$ cat config.mk
export PLATFORM = sky130hd
export DESIGN_NAME = enemy_bullet_drop
export DESIGN_NICKNAME = d
export VERILOG_FILES = /design/src/rtl/enemy_bullet_drop.sv
export SDC_FILE = /design/constraint.sdc
export NUM_CORES = 1
export LEC_CHECK = 0
export CAP_MARGIN = 10
export CORE_ASPECT_RATIO = 1.75
export CORE_MARGIN = 2
export CORE_UTILIZATION = 30
export CTS_BUF_LIST = sky130_fd_sc_hd__clkbuf_4 sky130_fd_sc_hd__clkbuf_8
export CTS_CLUSTER_DIAMETER = 200
export CTS_CLUSTER_SIZE = 24
export DETAILED_ROUTE_END_ITERATION = 7
export DONT_BUFFER_PORTS = 1
export PLACE_DENSITY = 0.48
export SETUP_SLACK_MARGIN = 0.02
export SLEW_MARGIN = 25
export SYNTH_ARGS = -nofsm -noshare
export SYNTH_HDL_FRONTEND = slang
export SYNTH_SLANG_ARGS = --single-unit
$ cat constraint.sdc
create_clock -name clk -period 2.3 [get_ports clk]
set_input_delay 0.575 -clock clk [delete_from_list [all_inputs] [get_ports clk]]
set_output_delay 0.575 -clock clk [all_outputs]
set_load 0.02 [all_outputs]
$ cat src/rtl/enemy_bullet_drop.sv
// Enemy projectile engine: launches one bullet from a fixed spawn row, drops it
// one pixel per step tick, and reports a player hit or a floor miss. A cooldown
// then runs before the next shot is accepted.
module enemy_bullet_drop #(
  parameter int unsigned STEP_DIV = 250000,
  parameter int unsigned SPAWN_Y  = 80,
  parameter int unsigned FLOOR_Y  = 440,
  parameter int unsigned PLAYER_Y = 400,
  parameter int unsigned HIT_H    = 16,
  parameter int unsigned PLAYER_W = 32,
  parameter int unsigned COOLDOWN = 30
) (
  input  logic       clk,
  input  logic       reset,
  input  logic       fire,
  input  logic [9:0] spawnX,
  input  logic [9:0] playerX,
  output logic [9:0] bulletPosX,
  output logic [9:0] bulletPosY,
  output logic       active,
  output logic       busy,
  output logic       hitPlayer,
  output logic       missed
);

  localparam int unsigned POS_W  = 10;
  localparam int unsigned CMP_W  = POS_W + 1;
  localparam int unsigned DIV_W  = (STEP_DIV > 1) ? $clog2(STEP_DIV) : 1;
  localparam int unsigned COOL_W = $clog2(COOLDOWN + 1);

  typedef enum logic [2:0] {
    IDLE,
    FALL,
    HIT,
    MISS,
    COOL
  } state_t;

  state_t              state, state_d;
  logic [DIV_W-1:0]    div, div_d;
  logic [COOL_W-1:0]   cool, cool_d;
  logic [POS_W-1:0]    posx_d, posy_d;
  logic                active_d, busy_d, hit_d, miss_d;

  logic                tick_c;
  logic [CMP_W-1:0]    y_next_c;
  logic                in_y_c, in_x_c, at_floor_c;

  // Step tick and hit-box / floor tests; 11-bit sums so nothing wraps at 1023
  assign tick_c     = (div == DIV_W'(STEP_DIV - 1));
  assign y_next_c   = {1'b0, bulletPosY} + CMP_W'(1);
  assign in_y_c     = (y_next_c >= CMP_W'(PLAYER_Y)) &&
                      (y_next_c <  CMP_W'(PLAYER_Y + HIT_H));
  assign in_x_c     = ({1'b0, bulletPosX} >= {1'b0, playerX}) &&
                      ({1'b0, bulletPosX} <  ({1'b0, playerX} + CMP_W'(PLAYER_W)));
  assign at_floor_c = (y_next_c == CMP_W'(FLOOR_Y));

  // Next-state and next-output logic
  always_comb begin
    state_d  = state;
    div_d    = div;
    cool_d   = cool;
    posx_d   = bulletPosX;
    posy_d   = bulletPosY;
    active_d = active;
    busy_d   = busy;
    hit_d    = 1'b0;
    miss_d   = 1'b0;
    case (state)
      IDLE: begin
        if (fire) begin
          posx_d   = spawnX;
          posy_d   = POS_W'(SPAWN_Y);
          div_d    = '0;
          active_d = 1'b1;
          busy_d   = 1'b1;
          state_d  = FALL;
        end
      end
      FALL: begin
        if (tick_c) begin
          div_d = '0;
          if (in_y_c && in_x_c) begin
            posy_d  = y_next_c[POS_W-1:0];
            hit_d   = 1'b1;
            state_d = HIT;
          end else if (at_floor_c) begin
            posy_d  = POS_W'(FLOOR_Y);
            miss_d  = 1'b1;
            state_d = MISS;
          end else begin
            posy_d  = y_next_c[POS_W-1:0];
          end
        end else begin
          div_d = div + DIV_W'(1);
        end
      end
      HIT, MISS: begin
        active_d = 1'b0;
        div_d    = '0;
        cool_d   = '0;
        state_d  = COOL;
      end
      COOL: begin
        if (tick_c) begin
          div_d = '0;
          if (cool == COOL_W'(COOLDOWN - 1)) begin
            cool_d  = '0;
            busy_d  = 1'b0;
            posy_d  = POS_W'(SPAWN_Y);
            state_d = IDLE;
          end else begin
            cool_d = cool + COOL_W'(1);
          end
        end else begin
          div_d = div + DIV_W'(1);
        end
      end
      default: state_d = IDLE;
    endcase
  end

  // State and output registers
  always_ff @(posedge clk or negedge reset) begin
    if (!reset) begin
      state      <= IDLE;
      div        <= '0;
      cool       <= '0;
      bulletPosX <= '0;
      bulletPosY <= POS_W'(SPAWN_Y);
      active     <= 1'b0;
      busy       <= 1'b0;
      hitPlayer  <= 1'b0;
      missed     <= 1'b0;
    end else begin
      state      <= state_d;
      div        <= div_d;
      cool       <= cool_d;
      bulletPosX <= posx_d;
      bulletPosY <= posy_d;
      active     <= active_d;
      busy       <= busy_d;
      hitPlayer  <= hit_d;
      missed     <= miss_d;
    end
  end

endmodule

==> metrics.txt, run 1 <==
CTS tree=done; Synth Register Bits=50; Post-synth EDFFs=0; R2R Setup Slk=230 ps; fraction of layout cells with a size suffix above 1=13.9%; Setup-failing EPs final=0; part of the cycle the worst path needs=93.4%; ys async rst share=100%; utilization after layout=35.3%; Layout area overhead=14.3%; gpl congestion=0.763; Seq/Total Area, Yosys=41.3%; launch point of the worst path=playerX[5]; pin count of the biggest net entering global routing=49; Synth cell types=56; WHS=96.8 ps; Pre-antenna DRT Iters=6; Worst Path Max Fanout=4; r2r endpoint=state[0]; wirelength, routed=7070 um; Initial Util=30.8%; Top Ports=47; initial DRC count=82; final layout net count=388; RSZ-0062 raised after global routing=yes; largest family of logic cells by synthesized area=simple AND/OR/NAND/NOR gates; min cycle time layout=2150 ps; max_slew headroom=67.2%; Hold Path Class=input pin to async pin; Cells after Synth=324; Peak VDD IR=0.000202 V; arrival time at the worst endpoint=2340 ps; post-CTS setup buffers=0; final hold violation count=0; post-synthesis simple-gate area fraction=22.0%; dpl ws=-286 ps; prevailing post-synth register cell=dfrtp_1; Syn Nets=368; Worst-Skew Late Latency=320 ps; Worst EP required=2500 ps; Core Rows=48; synthesized area=3040 um2; GRT Overall Usage=14.1%; status=complete, no violations; kind of critical path=input pin to flop; crit path launch type=input pin; mux contribution to synthesized area=4.04%; Antenna Cells=0; Achievable Freq=0.466 GHz; xor/xnor share of the synthesized area=3.75%; CTS sink cnt=50; fill count=1,051; CTS clock-pin slew for the worst setup and hold paths=100 ps; number of port buffers=0; hpwl dp=5300 um; Worst Tran Pin Value=491 ps; CTS Buf Count=5; vias in the first global route=2,538; initial antenna violation count=0; CTS Root Cell=clkbuf_8; Crit. End Element=flop; worst reg-to-reg path cell count=6; worst setup margin=152 ps; Total Power=0.00169 W; maxcap violations=0; grt total ovfl=0; Final ANT Viol Nets=0; clk_skew=11.8 ps; vias=2,365; DIE AREA=11,000 um2; Synth Area in Compound Gates=16.4%; pwr/cell area=487 nW/um2; Adder-Cell Fraction of Synth Area=8.65%; WL/cell=15.0 um; Clock Path Buffers=2; global-route wire length before repair=12,000 um; Leak=1.57 nW; Post-route DRC=0; Die Width=80.1 um; yosys warns=0; max-slew violation count=0; number of vias per cell=5.03; CP endpoint=state[0]; DIE HEIGHT=137 um; Core Area=9850 um2; Avg Cell Area, Syn=9.38 um2; FF-to-FF Start=bulletPosX[5]; H-tree level count=2
==> critical path: stages <==
cell     delay, ps
ha_4           140
xnor2_2        120
ha_1           280
o21a_1         160
o21a_1         160
o32ai_1        110
a31oi_1         90
or4_4          440
o31a_1         250
==> area by class of cell <==
cell class                 count  area, um2  area share, %
inverter                      20       75.1           2.16
clock inverter                 2       37.5           1.08
timing repair buffer          20        170           4.90
clock buffer                   6       76.3           2.20
sequential                    50       1250           36.1
multi-input combinational    247       1700           49.0
tap                          125        156           4.50
==> logic make-up (layout without fill, tap and decap cells) <==
group,count (synthesis),count (layout)
and+or+nand+nor,124,124
AOI/OAI and AO/OA,78,78
DFF,50,50
buffers and inverters,27,48
adders and majority gates,21,21
xor gates and xnor gates,13,13
muxes,11,11
==> power breakdown <==
part / internal [W] / switching [W]
sequential: 0.000889 / 0.0000140
combinational: 0.0000651 / 0.0000729
clock: 0.000337 / 0.000312
==> cell usage after synthesis (all sizes together), types with 2 or more instances <==
library cell | count | area, um2
a21o | 6 | 45.0
xnor2 | 7 | 61.3
xor2 | 6 | 52.6
a21oi | 16 | 83.8
dfrtp | 48 | 1200
o21bai | 2 | 18.8
a211oi | 2 | 20.0
a31oi | 3 | 18.8
buf | 7 | 41.3
nand3b | 2 | 15.0
dfstp | 2 | 52.6
and2 | 3 | 18.8
o31a | 3 | 26.3
nand2b | 9 | 56.3
or3 | 4 | 25.0
and3 | 5 | 31.3
nand4 | 6 | 52.6
and4 | 2 | 17.5
nor4 | 3 | 33.8
o21ai | 28 | 140
ha | 21 | 263
o21a | 3 | 22.5
nand3 | 13 | 70.1
a2bb2oi | 2 | 17.5
nor3 | 7 | 50.1
nor2 | 27 | 101
nor2b | 5 | 31.3
mux2 | 10 | 113
o31ai | 4 | 30.0
nand2 | 33 | 124
a22o | 2 | 17.5
inv | 19 | 71.3
==> per-stage QoR <==
| stage | setup TNS (ps) | cell area (um2) | cells |
|---|---|---|---|
| 2_1_floorplan | -137 | 3060 | 324 |
| 3_3_place_gp | -415 | 3320 | 461 |
| 3_5_place_dp | -518 | 3320 | 461 |
| 4_1_cts | 0 | 3460 | 470 |
| 5_1_grt | 0 | 3470 | 470 |
| 6_report | 0 | 3470 | 470 |
==> routing by layer <==
| layer | up-vias | routed length (um) | track usage [%] | part of all wire (%) |
|---|---|---|---|---|
| met5 | - | 0 | 0 | 0 |
| met3 | 9 | 204 | 2.31 | 2.9 |
| met4 | 0 | 131 | 5.46 | 1.9 |
| met1 | 1132 | 2720 | 14.3 | 39 |
| li1 | 1194 | - | - | - |
| met2 | 30 | 4010 | 27.8 | 57 |
==> what timing repair did <==
| item | CTS | global route |
|---|---|---|
| gates resized for setup | 0 | 2 |
| hold buffers | 1 | 0 |
| hold endpoints to repair | 48 | 0 |
| setup endpoints to repair | 0 | 1 |
==> placed cells by master, fill, tap and decap left out, drive strengths merged, types with 4 or more instances in the layout <==
master,instances
dfrtp,48
nand2,33
o21ai,28
nor2,27
ha,21
buf,20
inv,19
a21oi,16
nand3,13
mux2,10
nand2b,9
xnor2,7
nor3,7
xor2,6
a21o,6
nand4,6
clkbuf,6
and3,5
nor2b,5
or3,4
o31ai,4
==> worst min-delay path by stage <==
stage          start             to  cells after the start
2_1_floorplan  reset         active                      0
3_3_place_gp   reset  bulletPosX[3]                      0
3_5_place_dp   reset  bulletPosX[3]                      0
4_1_cts        reset  bulletPosY[6]                      0
5_1_grt        reset  bulletPosY[6]                      0
6_report       reset  bulletPosX[3]                      1
==> registers in the layout, indices dropped and copies added, names as in the netlist <==
name and cells:
cool 5, bulletPosX 10, div 18, hitPlayer 1
active 1, state 3, missed 1, bulletPosY 10
busy 1
Note: power is estimated with default switching activity, not from simulation.
==> run 2: changes to the inputs <==
--- a/config.mk
+++ b/config.mk
@@ -5,7 +5,7 @@
 export SDC_FILE = /design/constraint.sdc
 export NUM_CORES = 1
 export LEC_CHECK = 0
-export CAP_MARGIN = 10
+export CAP_MARGIN = 20
 export CORE_ASPECT_RATIO = 1.75
 export CORE_MARGIN = 2
 export CORE_UTILIZATION = 30
==> results of run 2 <==
Same layout as run 1: the final DEF is identical, and so are final timing and power.
==> run 3: changes to the inputs <==
--- a/config.mk
+++ b/config.mk
@@ -10,7 +10,7 @@
 export CORE_MARGIN = 2
 export CORE_UTILIZATION = 30
 export CTS_BUF_LIST = sky130_fd_sc_hd__clkbuf_4 sky130_fd_sc_hd__clkbuf_8
-export CTS_CLUSTER_DIAMETER = 200
+export CTS_CLUSTER_DIAMETER = 100
 export CTS_CLUSTER_SIZE = 24
 export DETAILED_ROUTE_END_ITERATION = 7
 export DONT_BUFFER_PORTS = 1
==> results of run 3 <==
Same layout as run 1: the final DEF is identical, and so are final timing and power.
